### config.mk
export PLATFORM = sky130hd
export DESIGN_NAME = instr_fetch_unit
export DESIGN_NICKNAME = d
export VERILOG_FILES = /design/src/rtl/kgp_pkg.sv /design/src/rtl/fetch_queue.sv /design/src/rtl/instr_fetch_unit.sv
export SDC_FILE = /design/constraint.sdc
export NUM_CORES = 1
export LEC_CHECK = 0
export CORE_MARGIN = 8
export CORE_UTILIZATION = 37
export DETAILED_ROUTE_END_ITERATION = 12
export GPL_TIMING_DRIVEN = 0
export SYNTH_ARGS = -nofsm -noshare
export SYNTH_HDL_FRONTEND = slang
export SYNTH_HIERARCHICAL = 1
export SYNTH_SLANG_ARGS = --single-unit
### constraint.sdc
create_clock -name clock -period 9.32 [get_ports clock]
set_input_delay 2.33 -clock clock [delete_from_list [all_inputs] [get_ports clock]]
set_output_delay 2.33 -clock clock [all_outputs]
set_load 0.03 [all_outputs]
### src/rtl/kgp_pkg.sv
// Shared definitions for the KGP-RISC fetch path: default widths, reset PC
// and the prefetch queue entry layout.
package kgp_pkg;

    localparam int unsigned PC_W    = 32;
    localparam int unsigned INSTR_W = 32;
    localparam int unsigned ROM_AW  = 12;

    localparam logic [PC_W-1:0] RESET_PC = '0;

    typedef struct packed {
        logic [PC_W-1:0]    pc;
        logic [INSTR_W-1:0] instr;
    } fetch_entry_t;

endpackage

### src/rtl/fetch_queue.sv
// Synchronous prefetch FIFO of fetch entries with flush; flush beats push,
// and storage resets to zero so the head reads as zero out of reset.
module fetch_queue
    import kgp_pkg::*;
#(
    parameter int unsigned DEPTH = 4,
    localparam int unsigned AW   = $clog2(DEPTH)
) (
    input  logic         clock,
    input  logic         reset,
    input  logic         flush,
    input  logic         push,
    input  fetch_entry_t push_data,
    input  logic         pop,
    output fetch_entry_t head,
    output logic [AW:0]  count
);

    fetch_entry_t mem [DEPTH];
    logic [AW-1:0] wr_ptr;
    logic [AW-1:0] rd_ptr;
    logic          pop_ok;

    assign pop_ok = pop & (count != '0);
    assign head   = mem[rd_ptr];

    always_ff @(posedge clock or posedge reset) begin
        if (reset) begin
            wr_ptr <= '0;
            rd_ptr <= '0;
            count  <= '0;
            for (int unsigned i = 0; i < DEPTH; i++) begin
                mem[i] <= '0;
            end
        end else if (flush) begin
            wr_ptr <= '0;
            rd_ptr <= '0;
            count  <= '0;
        end else begin
            if (push) begin
                mem[wr_ptr] <= push_data;
                wr_ptr      <= wr_ptr + AW'(1);
            end
            if (pop_ok) begin
                rd_ptr <= rd_ptr + AW'(1);
            end
            unique case ({push, pop_ok})
                2'b10:   count <= count + (AW+1)'(1);
                2'b01:   count <= count - (AW+1)'(1);
                default: count <= count;
            endcase
        end
    end

endmodule

### src/rtl/instr_fetch_unit.sv
// KGP-RISC fetch stage: owns the PC, issues one-cycle-latency ROM reads under
// a queue credit rule, and handles redirect with flush of queued/in-flight words.
module instr_fetch_unit
    import kgp_pkg::fetch_entry_t;
#(
    parameter int unsigned     PC_W     = kgp_pkg::PC_W,
    parameter int unsigned     INSTR_W  = kgp_pkg::INSTR_W,
    parameter int unsigned     ROM_AW   = kgp_pkg::ROM_AW,
    parameter int unsigned     Q_DEPTH  = 4,
    parameter logic [PC_W-1:0] RESET_PC = kgp_pkg::RESET_PC,
    parameter int unsigned     PC_INC   = 1
) (
    input  logic               clock,
    input  logic               reset,
    input  logic               fetch_en,
    input  logic               redirect_valid,
    input  logic [PC_W-1:0]    redirect_pc,
    output logic               rom_en,
    output logic [ROM_AW-1:0]  rom_addr,
    input  logic [INSTR_W-1:0] rom_data,
    output logic               out_valid,
    input  logic               out_ready,
    output logic [INSTR_W-1:0] out_instr,
    output logic [PC_W-1:0]    out_pc
);

    localparam int unsigned     CW      = $clog2(Q_DEPTH) + 1;
    localparam logic [CW:0]     DEPTH_L = (CW+1)'(Q_DEPTH);
    localparam logic [PC_W-1:0] PC_STEP = PC_W'(PC_INC);

    logic [PC_W-1:0] pc_q;
    logic            infl_q;
    logic [PC_W-1:0] infl_pc_q;

    logic [CW-1:0]   count;
    logic [CW:0]     credit_used;
    logic            issue;
    logic            push;
    logic            pop;
    fetch_entry_t    push_entry;
    fetch_entry_t    head;

    // Queue slots plus the word in flight must never exceed the queue depth,
    // so a returning word always has room.
    assign credit_used = {1'b0, count} + {{CW{1'b0}}, infl_q};
    assign issue       = ~reset & fetch_en & ~redirect_valid & (credit_used < DEPTH_L);

    assign rom_en   = issue;
    assign rom_addr = pc_q[ROM_AW-1:0];

    assign push             = infl_q & ~redirect_valid;
    assign pop              = out_valid & out_ready & ~redirect_valid;
    assign push_entry.pc    = infl_pc_q;
    assign push_entry.instr = rom_data;

    assign out_valid = (count != '0);
    assign out_instr = head.instr;
    assign out_pc    = head.pc;

    always_ff @(posedge clock or posedge reset) begin
        if (reset) begin
            pc_q      <= RESET_PC;
            infl_q    <= 1'b0;
            infl_pc_q <= '0;
        end else if (redirect_valid) begin
            pc_q   <= redirect_pc;
            infl_q <= 1'b0;
        end else begin
            infl_q <= issue;
            if (issue) begin
                infl_pc_q <= pc_q;
                pc_q      <= pc_q + PC_STEP;
            end
        end
    end

    fetch_queue #(
        .DEPTH (Q_DEPTH)
    ) u_queue (
        .clock     (clock),
        .reset     (reset),
        .flush     (redirect_valid),
        .push      (push),
        .push_data (push_entry),
        .pop       (pop),
        .head      (head),
        .count     (count)
    );

endmodule

==> qor.csv, run 1 <==
metric;value;unit
PwrDens;200;mW/mm^2
die width;224;um
Data arrival, critical path;5.25;ns
Tmin final;7.58;ns
RSZ-0062 raised after global routing;false;
Worst Setup End Kind;output pin;
antenna-violating nets left;0;
CTS tree;done;
Rel. slew slack;0.383;
CP endpoint;rom_en;
slowest CP cell;clkdlybuf4s50_1;
synthesized area per cell;15.4;sq um
max-capacitance violation count;0;
outcome;finished clean;
share of post-route cells with drive strength above 1;0.373;
Synth top area share;0.512;
# IOs;147;
number of buffers created by CTS;38;
R2R depth;7;
dpl cell area;0.0184;sq mm
vias per cell;5.05;
DRC marker count from the first detailed-route iteration;554;
root buffer cell;clkbuf_16;
Pins Over Slew Limit;0;
CP cell instances;clkdlybuf4s50_1 -> or4b_1 -> a31o_1 -> buf_6 -> clkbuf_1 -> clkbuf_1 -> inv_1 -> clkdlybuf4s50_1;
NumNets Final;1306;
period utilization;0.813;
Routed WL per cell;20.8;um
Core Area;0.0429;sq mm
Worst Setup Start Kind;primary input;
CTS Buffer Depth;3;
final setup vio count;0;
Top FF cell, synth;dfrtp_1;
gr usage total;0.155;
Post-synth EDFFs;0;
height of the die;224;um
drt drc;0;
Clock Sink Count;328;
Worst-Skew Late Latency;0.54;ns
pin count of the biggest net entering global routing;66;
GP Congestion;0.840;
Die Area;0.0503;sq mm
first-pass iteration count of the detailed router;5;
Synth area leaders;dfrtp_1 (51%), mux2_4 (22%), mux4_2 (9.0%);
hold bufs inserted after CTS;0;
grt total ovfl;0;
Final Instance Area;0.0197;sq mm
FILL cells;3768;
post-synthesis register bit count;328;
Netlist cell types;55;
Max FO, Critical Path;10;
r2r setup slk;6.64;ns
Pleak;9.62;nW
post-route total power;3.94;mW
H-tree lvl count;2;
initial antenna violation count;0;
ys async rst share;1.00;
setup_tns;0;ns
drt total wl;38300;um
clk_skew;0.0164;ns
worst reg2reg path endpoint;u_queue/count[1]$_DFFE_PP0P_;
delay of the slowest cell on the worst path;0.68;ns
first-pass GRT wire length;61500;um
syn nets;1114;
n_diodes;0;
dpl hpwl;25700;um
CP Class;in2out;
vias in the first global route;10210;
Storage cell area;0.00821;sq mm
R2R Path Start;u_queue/count[1]$_DFFE_PP0P_;
via count;9308;
area leader, netlist;dfrtp_1;
Mapped Area;0.0160;sq mm
Seq/Total Area, Yosys;0.512;
number of port buffers;146;
Core Rows;76;
Mapped Cells;1039;
yosys warns;6;
HP Class;reg2reg;
Final Hold Vio Count;0;
Worst VDD drop;101;uV
critical path launch point;reset;
postcts setup bufs;0;
upper clock frequency limit;0.132;GHz
area of the multi-input gates;0.00700;sq mm
cts repair resizes;0;
starting density of the core;0.374;
worst path required time;6.99;ns
clock-pin slew on the worst setup and hold paths;0.05;ns
Area Growth Syn to Fin;22.8;%
Worst-Margin Slew;0.916;ns
-- layout make-up --
class | count | area share
clock inverters | 10 | 0.00680
repair buffers | 152 | 0.0803
clock buffers | 57 | 0.0611
multi-input cells | 627 | 0.355
well taps | 585 | 0.0372
inverters | 12 | 0.00260
plain buffers | 72 | 0.0398
flip-flops and latches | 328 | 0.417
-- kinds of logic (layout without fill, tap and decap cells) --
group	Yosys count	after routing	share of synthesized area
flip-flops	328	328	0.512
adder cells (fa/ha/maj)	6	6	0.00515
XOR/XNOR	6	6	0.00328
AO/OA/AOI/OAI	75	75	0.0335
buffers and inverters	84	303	0.0516
AND/OR/NAND/NOR	216	216	0.0663
multiplexers	324	324	0.328
-- metal layers --
layer | up-vias | share of wire | GRT usage
met2 | 235 | 0.46 | 0.243
met4 | 0 | 0.020 | 0.0424
li1 | 4178 | - | -
met3 | 47 | 0.050 | 0.0365
met5 | - | 0 | 0
met1 | 4848 | 0.47 | 0.213
-- flip-flops by register name, summed over array words and instances, names as in the netlist --
signal and cells:
u_queue/rd_ptr 2, u_queue/wr_ptr 2, infl_q 1, pc_q 32, u_queue/count 3, u_queue/mem 256, infl_pc_q 32
-- worst max-delay path, delay by kind of cell --
kind	cells	cell delay, ns
AOI/OAI and AO/OA	1	0.27
buffers and inverters	6	2.10
and+or+nand+nor	1	0.54
-- per-stage QoR --
step / hold slack (ns) / utilization / instances / worst slack [ns]
3_5_place_dp: 0.487 / 0.428 / 1776 / 1.73
3_3_place_gp: 0.483 / 0.425 / 1770 / 1.45
4_1_cts: 0.503 / 0.459 / 1843 / 1.73
5_1_grt: 0.509 / 0.459 / 1843 / 1.66
2_1_floorplan: 0.461 / - / 1039 / 3.19
6_report: 0.501 / 0.459 / 1843 / 1.74
-- Yosys cell counts, drive strengths merged (2+ instances only) --
cell / count
a22oi: 4
and3: 6
nor2: 23
ha: 5
xor2: 2
buf: 60
mux2i: 4
a31oi: 6
nor4: 2
or4b: 2
o211ai: 12
clkbuf: 12
a221o: 6
xnor2: 4
or4: 3
mux4: 64
a32oi: 3
nand3: 21
nor3: 5
a31o: 4
inv: 12
nand2b: 3
nor2b: 3
o21ai: 19
or3: 3
o311ai: 10
mux2: 256
dfrtp: 328
nand2: 131
nand4: 11
a21oi: 4
a21o: 4
-- worst min-delay path by stage --
stage                                  from                           end  slack, ns  depth (start not counted)
4_1_cts         u_queue/mem[62]$_DFFE_PP0P_   u_queue/mem[62]$_DFFE_PP0P_       0.50                          1
3_3_place_gp   u_queue/mem[254]$_DFFE_PP0P_  u_queue/mem[254]$_DFFE_PP0P_       0.48                          1
6_report        u_queue/mem[62]$_DFFE_PP0P_   u_queue/mem[62]$_DFFE_PP0P_       0.50                          1
2_1_floorplan          pc_q[31]$_DFFE_PP0P_     infl_pc_q[31]$_DFFE_PP0P_       0.46                          2
3_5_place_dp   u_queue/mem[130]$_DFFE_PP0P_  u_queue/mem[130]$_DFFE_PP0P_       0.49                          1
5_1_grt         u_queue/mem[83]$_DFFE_PP0P_   u_queue/mem[83]$_DFFE_PP0P_       0.51                          1
-- report_power, final --
group          total [mW]  switching (mW)  internal (mW)  leakage, nW
combinational       0.714           0.345          0.369         4.57
clock                1.57           0.594          0.973        0.661
sequential           1.66           0.111           1.55         4.39
-- layout by cell type, fill, tap and decap left out, types with 4 or more instances in the layout --
master,instances
a22oi_1,4
mux2_4,240
mux2i_1,4
clkbuf_16,39
inv_1,9
nand4_1,10
xnor2_1,4
ha_1,5
a21o_1,4
nand2_8,4
nand3_1,20
a31oi_1,6
buf_4,16
clkbuf_1,12
clkinv_2,4
clkdlybuf4s50_1,146
o311ai_0,10
mux2_2,16
clkbuf_8,17
o21ai_0,19
nor3_1,5
nor2_1,23
and3_1,5
mux4_2,64
o211ai_1,12
buf_12,31
nand2_1,126
a221o_1,6
dfrtp_1,328
buf_2,16
a21oi_1,4
No activity file was read; power rests on OpenSTA's default activity.
==> run 2, diff against run 1 <==
==> constraint.sdc (replaced) <==
create_clock -name clock -period 6.6 [get_ports clock]
set_input_delay 1.65 -clock clock [delete_from_list [all_inputs] [get_ports clock]]
set_output_delay 1.65 -clock clock [all_outputs]
set_load 0.03 [all_outputs]
==> results of run 2 <==
Same layout as run 1 (identical final DEF). Status: finished clean.
Among the figures that moved: setup slack after placement 1.73 ns -> 0.368 ns; setup slack after layout 1.74 ns -> 0.384 ns; register-to-register setup slack 6.64 ns -> 3.92 ns; total power 3.94 mW -> 5.56 mW; worst IR drop on VDD 101 uV -> 142 uV
==> run 3, diff against run 2 <==
--- a/config.mk
+++ b/config.mk
@@ -7,8 +7,10 @@
 export LEC_CHECK = 0
 export CORE_MARGIN = 8
 export CORE_UTILIZATION = 37
+export CTS_CLUSTER_DIAMETER = 30
 export DETAILED_ROUTE_END_ITERATION = 12
 export GPL_TIMING_DRIVEN = 0
+export RECOVER_POWER = 25
 export SYNTH_ARGS = -nofsm -noshare
 export SYNTH_HDL_FRONTEND = slang
 export SYNTH_HIERARCHICAL = 1
==> run 3 against run 2 <==
- non-clock buffer count unchanged
- clock skew grew 0.0080 ns
- largest cell class unchanged
- the flow now finishes with violations (max-capacitance violations, max-slew violations)
- clock-buffer cell count grew 53
- critical path depth unchanged
- register-to-register slack about the same
- critical path type unchanged
==> qor.csv, run 3 (synthesized netlist as in run 1, its figures left out) <==
metric;value;unit;change
outcome;complete, but fails checks;;was finished clean
failing checks;max-capacitance violations, max-slew violations;;
commonest non-fill, non-tap cell in the layout;dfrtp_1;;unchanged
Net Sw Frac;0.247;;was 0.267
dpl hpwl;25700;um;unchanged
pin count of the biggest net entering global routing;66;;unchanged
Worst-Margin Slew;2.94;ns;was 0.916 ns
# IOs;147;;unchanged
GP Congestion;0.840;;unchanged
Worst Setup End Kind;output pin;;unchanged
drt total wl;39500;um;was 38300 um
PwrDens;356;mW/mm^2;was 282 mW/mm^2
die width;224;um;unchanged
number of buffers created by CTS;84;;was 38
worst reg2reg path endpoint;u_queue/count[1]$_DFFE_PP0P_;;unchanged
first-pass iteration count of the detailed router;6;;was 5
RSZ-0062 raised after global routing;false;;unchanged
clock share of power;0.556;;was 0.398
Core Rows;76;;unchanged
max-capacitance violation count;5;;was 0
n_diodes;0;;unchanged
critical path launch point;reset;;unchanged
Final Instance Area;0.0213;sq mm;was 0.0197 sq mm
CTS tree;done;;unchanged
H-tree lvl count;3;;was 2
HP Class;reg2reg;;unchanged
initial antenna violation count;0;;unchanged
final setup vio count;0;;unchanged
switching power;1.87;mW;was 1.48 mW
R2R Path Start;u_queue/count[1]$_DFFE_PP0P_;;unchanged
CTS Buffer Depth;3;;unchanged
Largest Register;u_queue/mem;;unchanged
NumNets Final;1352;;was 1306
drt drc;0;;unchanged
most frequent cells in the layout;dfrtp_1 (328), mux2_4 (240), clkdlybuf4s50_1 (145);;was dfrtp_1 (328), mux2_4 (240), clkdlybuf4s50_1 (146)
Worst-Skew Late Latency;0.59;ns;was 0.54 ns
via count;9591;;was 9308
height of the die;224;um;unchanged
CP Class;in2out;;unchanged
gr usage total;0.161;;was 0.155
sequential share of power;0.311;;was 0.421
worst-case hold slack;0.498;ns;was 0.501 ns
worst path required time;4.95;ns;about the same
grt total ovfl;0;;unchanged
Routed met1 length;18200;um;was 17900 um
root buffer cell;clkbuf_16;;unchanged
share of post-route cells with drive strength above 1;0.404;;was 0.373
Comb pwr share;0.133;;was 0.181
Largest regs;u_queue/mem: 256 flops, infl_pc_q: 32 flops, pc_q: 32 flops;;unchanged
cts repair resizes;0;;unchanged
FILL cells;3635;;was 3768
Routed WL per cell;20.5;um;was 20.8 um
Largest register FFs;256;;unchanged
Rel. slew slack;-0.967;;was 0.383
Tmin final;6.28;ns;was 6.22 ns
CP endpoint;rom_en;;unchanged
setup_tns;0;ns;unchanged
Die Area;0.0503;sq mm;unchanged
R2R depth;7;;unchanged
antenna-violating nets left;0;;unchanged
vias in the first global route;10783;;was 10210
period utilization;0.952;;was 0.942
Storage cell area;0.00821;sq mm;unchanged
Pleak;10.4;nW;was 9.62 nW
Final Worst Setup Slack;0.317;ns;was 0.384 ns
dpl cell area;0.0184;sq mm;unchanged
area of the multi-input gates;0.00700;sq mm;unchanged
clk_skew;0.0244;ns;was 0.0164 ns
Clock Sink Count;328;;unchanged
Core Area;0.0429;sq mm;unchanged
postcts setup bufs;0;;unchanged
post-route total power;7.56;mW;was 5.56 mW
r2r setup slk;3.93;ns;was 3.92 ns
Area Growth Syn to Fin;32.5;%;was 22.8%
hold bufs inserted after CTS;0;;unchanged
Max FO, Critical Path;10;;unchanged
DRC marker count from the first detailed-route iteration;567;;was 554
clock-pin slew on the worst setup and hold paths;0.04;ns;was 0.05 ns
max layer used;met4;;unchanged
Worst VDD drop;176;uV;was 142 uV
Pint;5.69;mW;was 4.08 mW
Worst Setup Start Kind;primary input;;unchanged
Data arrival, critical path;4.63;ns;was 4.57 ns
met2 routed wirelength;18300;um;was 17700 um
Final Hold Vio Count;0;;unchanged
Pins Over Slew Limit;217;;was 0
upper clock frequency limit;0.159;GHz;was 0.161 GHz
number of port buffers;146;;unchanged
WL met3;1980;um;was 1900 um
first-pass GRT wire length;63900;um;was 61500 um
pre-CTS setup slack;0.368;ns;unchanged
vias per cell;4.97;;was 5.05
starting density of the core;0.374;;unchanged
[run 3: cell types whose count changed in the layout (fill, tap and decap cells not counted), moves of 3 or more]
cell        delta
clkbuf_1      +12
clkinvlp_4     +5
clkbuf_8       -4
buf_12         -3
clkinv_2      +15
clkbuf_16     +48
bufinv_16      +9
[run 3: how the worst min path moves through the flow]
stage / endpoint / from / cells past startpoint / slack, ns
after detailed placement: u_queue/mem[130]$_DFFE_PP0P_ / u_queue/mem[130]$_DFFE_PP0P_ / 1 / 0.49
after global placement: u_queue/mem[254]$_DFFE_PP0P_ / u_queue/mem[254]$_DFFE_PP0P_ / 1 / 0.48
after global routing: u_queue/mem[83]$_DFFE_PP0P_ / u_queue/mem[83]$_DFFE_PP0P_ / 1 / 0.51
after floorplan: infl_pc_q[31]$_DFFE_PP0P_ / pc_q[31]$_DFFE_PP0P_ / 2 / 0.46
after CTS: u_queue/mem[62]$_DFFE_PP0P_ / u_queue/mem[62]$_DFFE_PP0P_ / 1 / 0.50
final: u_queue/mem[251]$_DFFE_PP0P_ / u_queue/mem[251]$_DFFE_PP0P_ / 1 / 0.50
[run 3: critical path: stages]
cell and delay (ns):
dlygate4sd3_1 0.61, or4b_1 0.52, a31o_1 0.27, buf_6 0.17, clkbuf_1 0.27, clkbuf_1 0.32
inv_1 0.13, clkdlybuf4s50_1 0.68
[run 3: final cells by class]
type	instances	share of cell area
sequential	328	0.386
multi-input combinational	627	0.329
clock buffer	110	0.112
timing repair buffer	152	0.0721
buffer	72	0.0369
tap	585	0.0344
clock inverter	43	0.0266
inverter	12	0.00224
[run 3: power by group through the flow]
stage	Clock, mW	Sequential (mW)	Combinational, mW
after floorplan	0	2.31	0.653
after global placement	0	2.37	1.01
after detailed placement	0	2.37	1.03
after CTS	4.29	2.35	1.03
after global routing	4.41	2.38	1.07
final	4.20	2.35	1.01
[run 3: per-stage QoR]
step,utilization,instances
floorplan,-,1039
global placement,0.425,1770
detailed placement,0.428,1776
CTS,0.497,1929
global route,0.496,1929
finish,0.496,1929
[run 3: layer usage]
metal  track usage  vias up
met5             0        -
met4        0.0582        0
met2         0.249      262
li1              -     4298
met3        0.0413       82
met1         0.217     4949
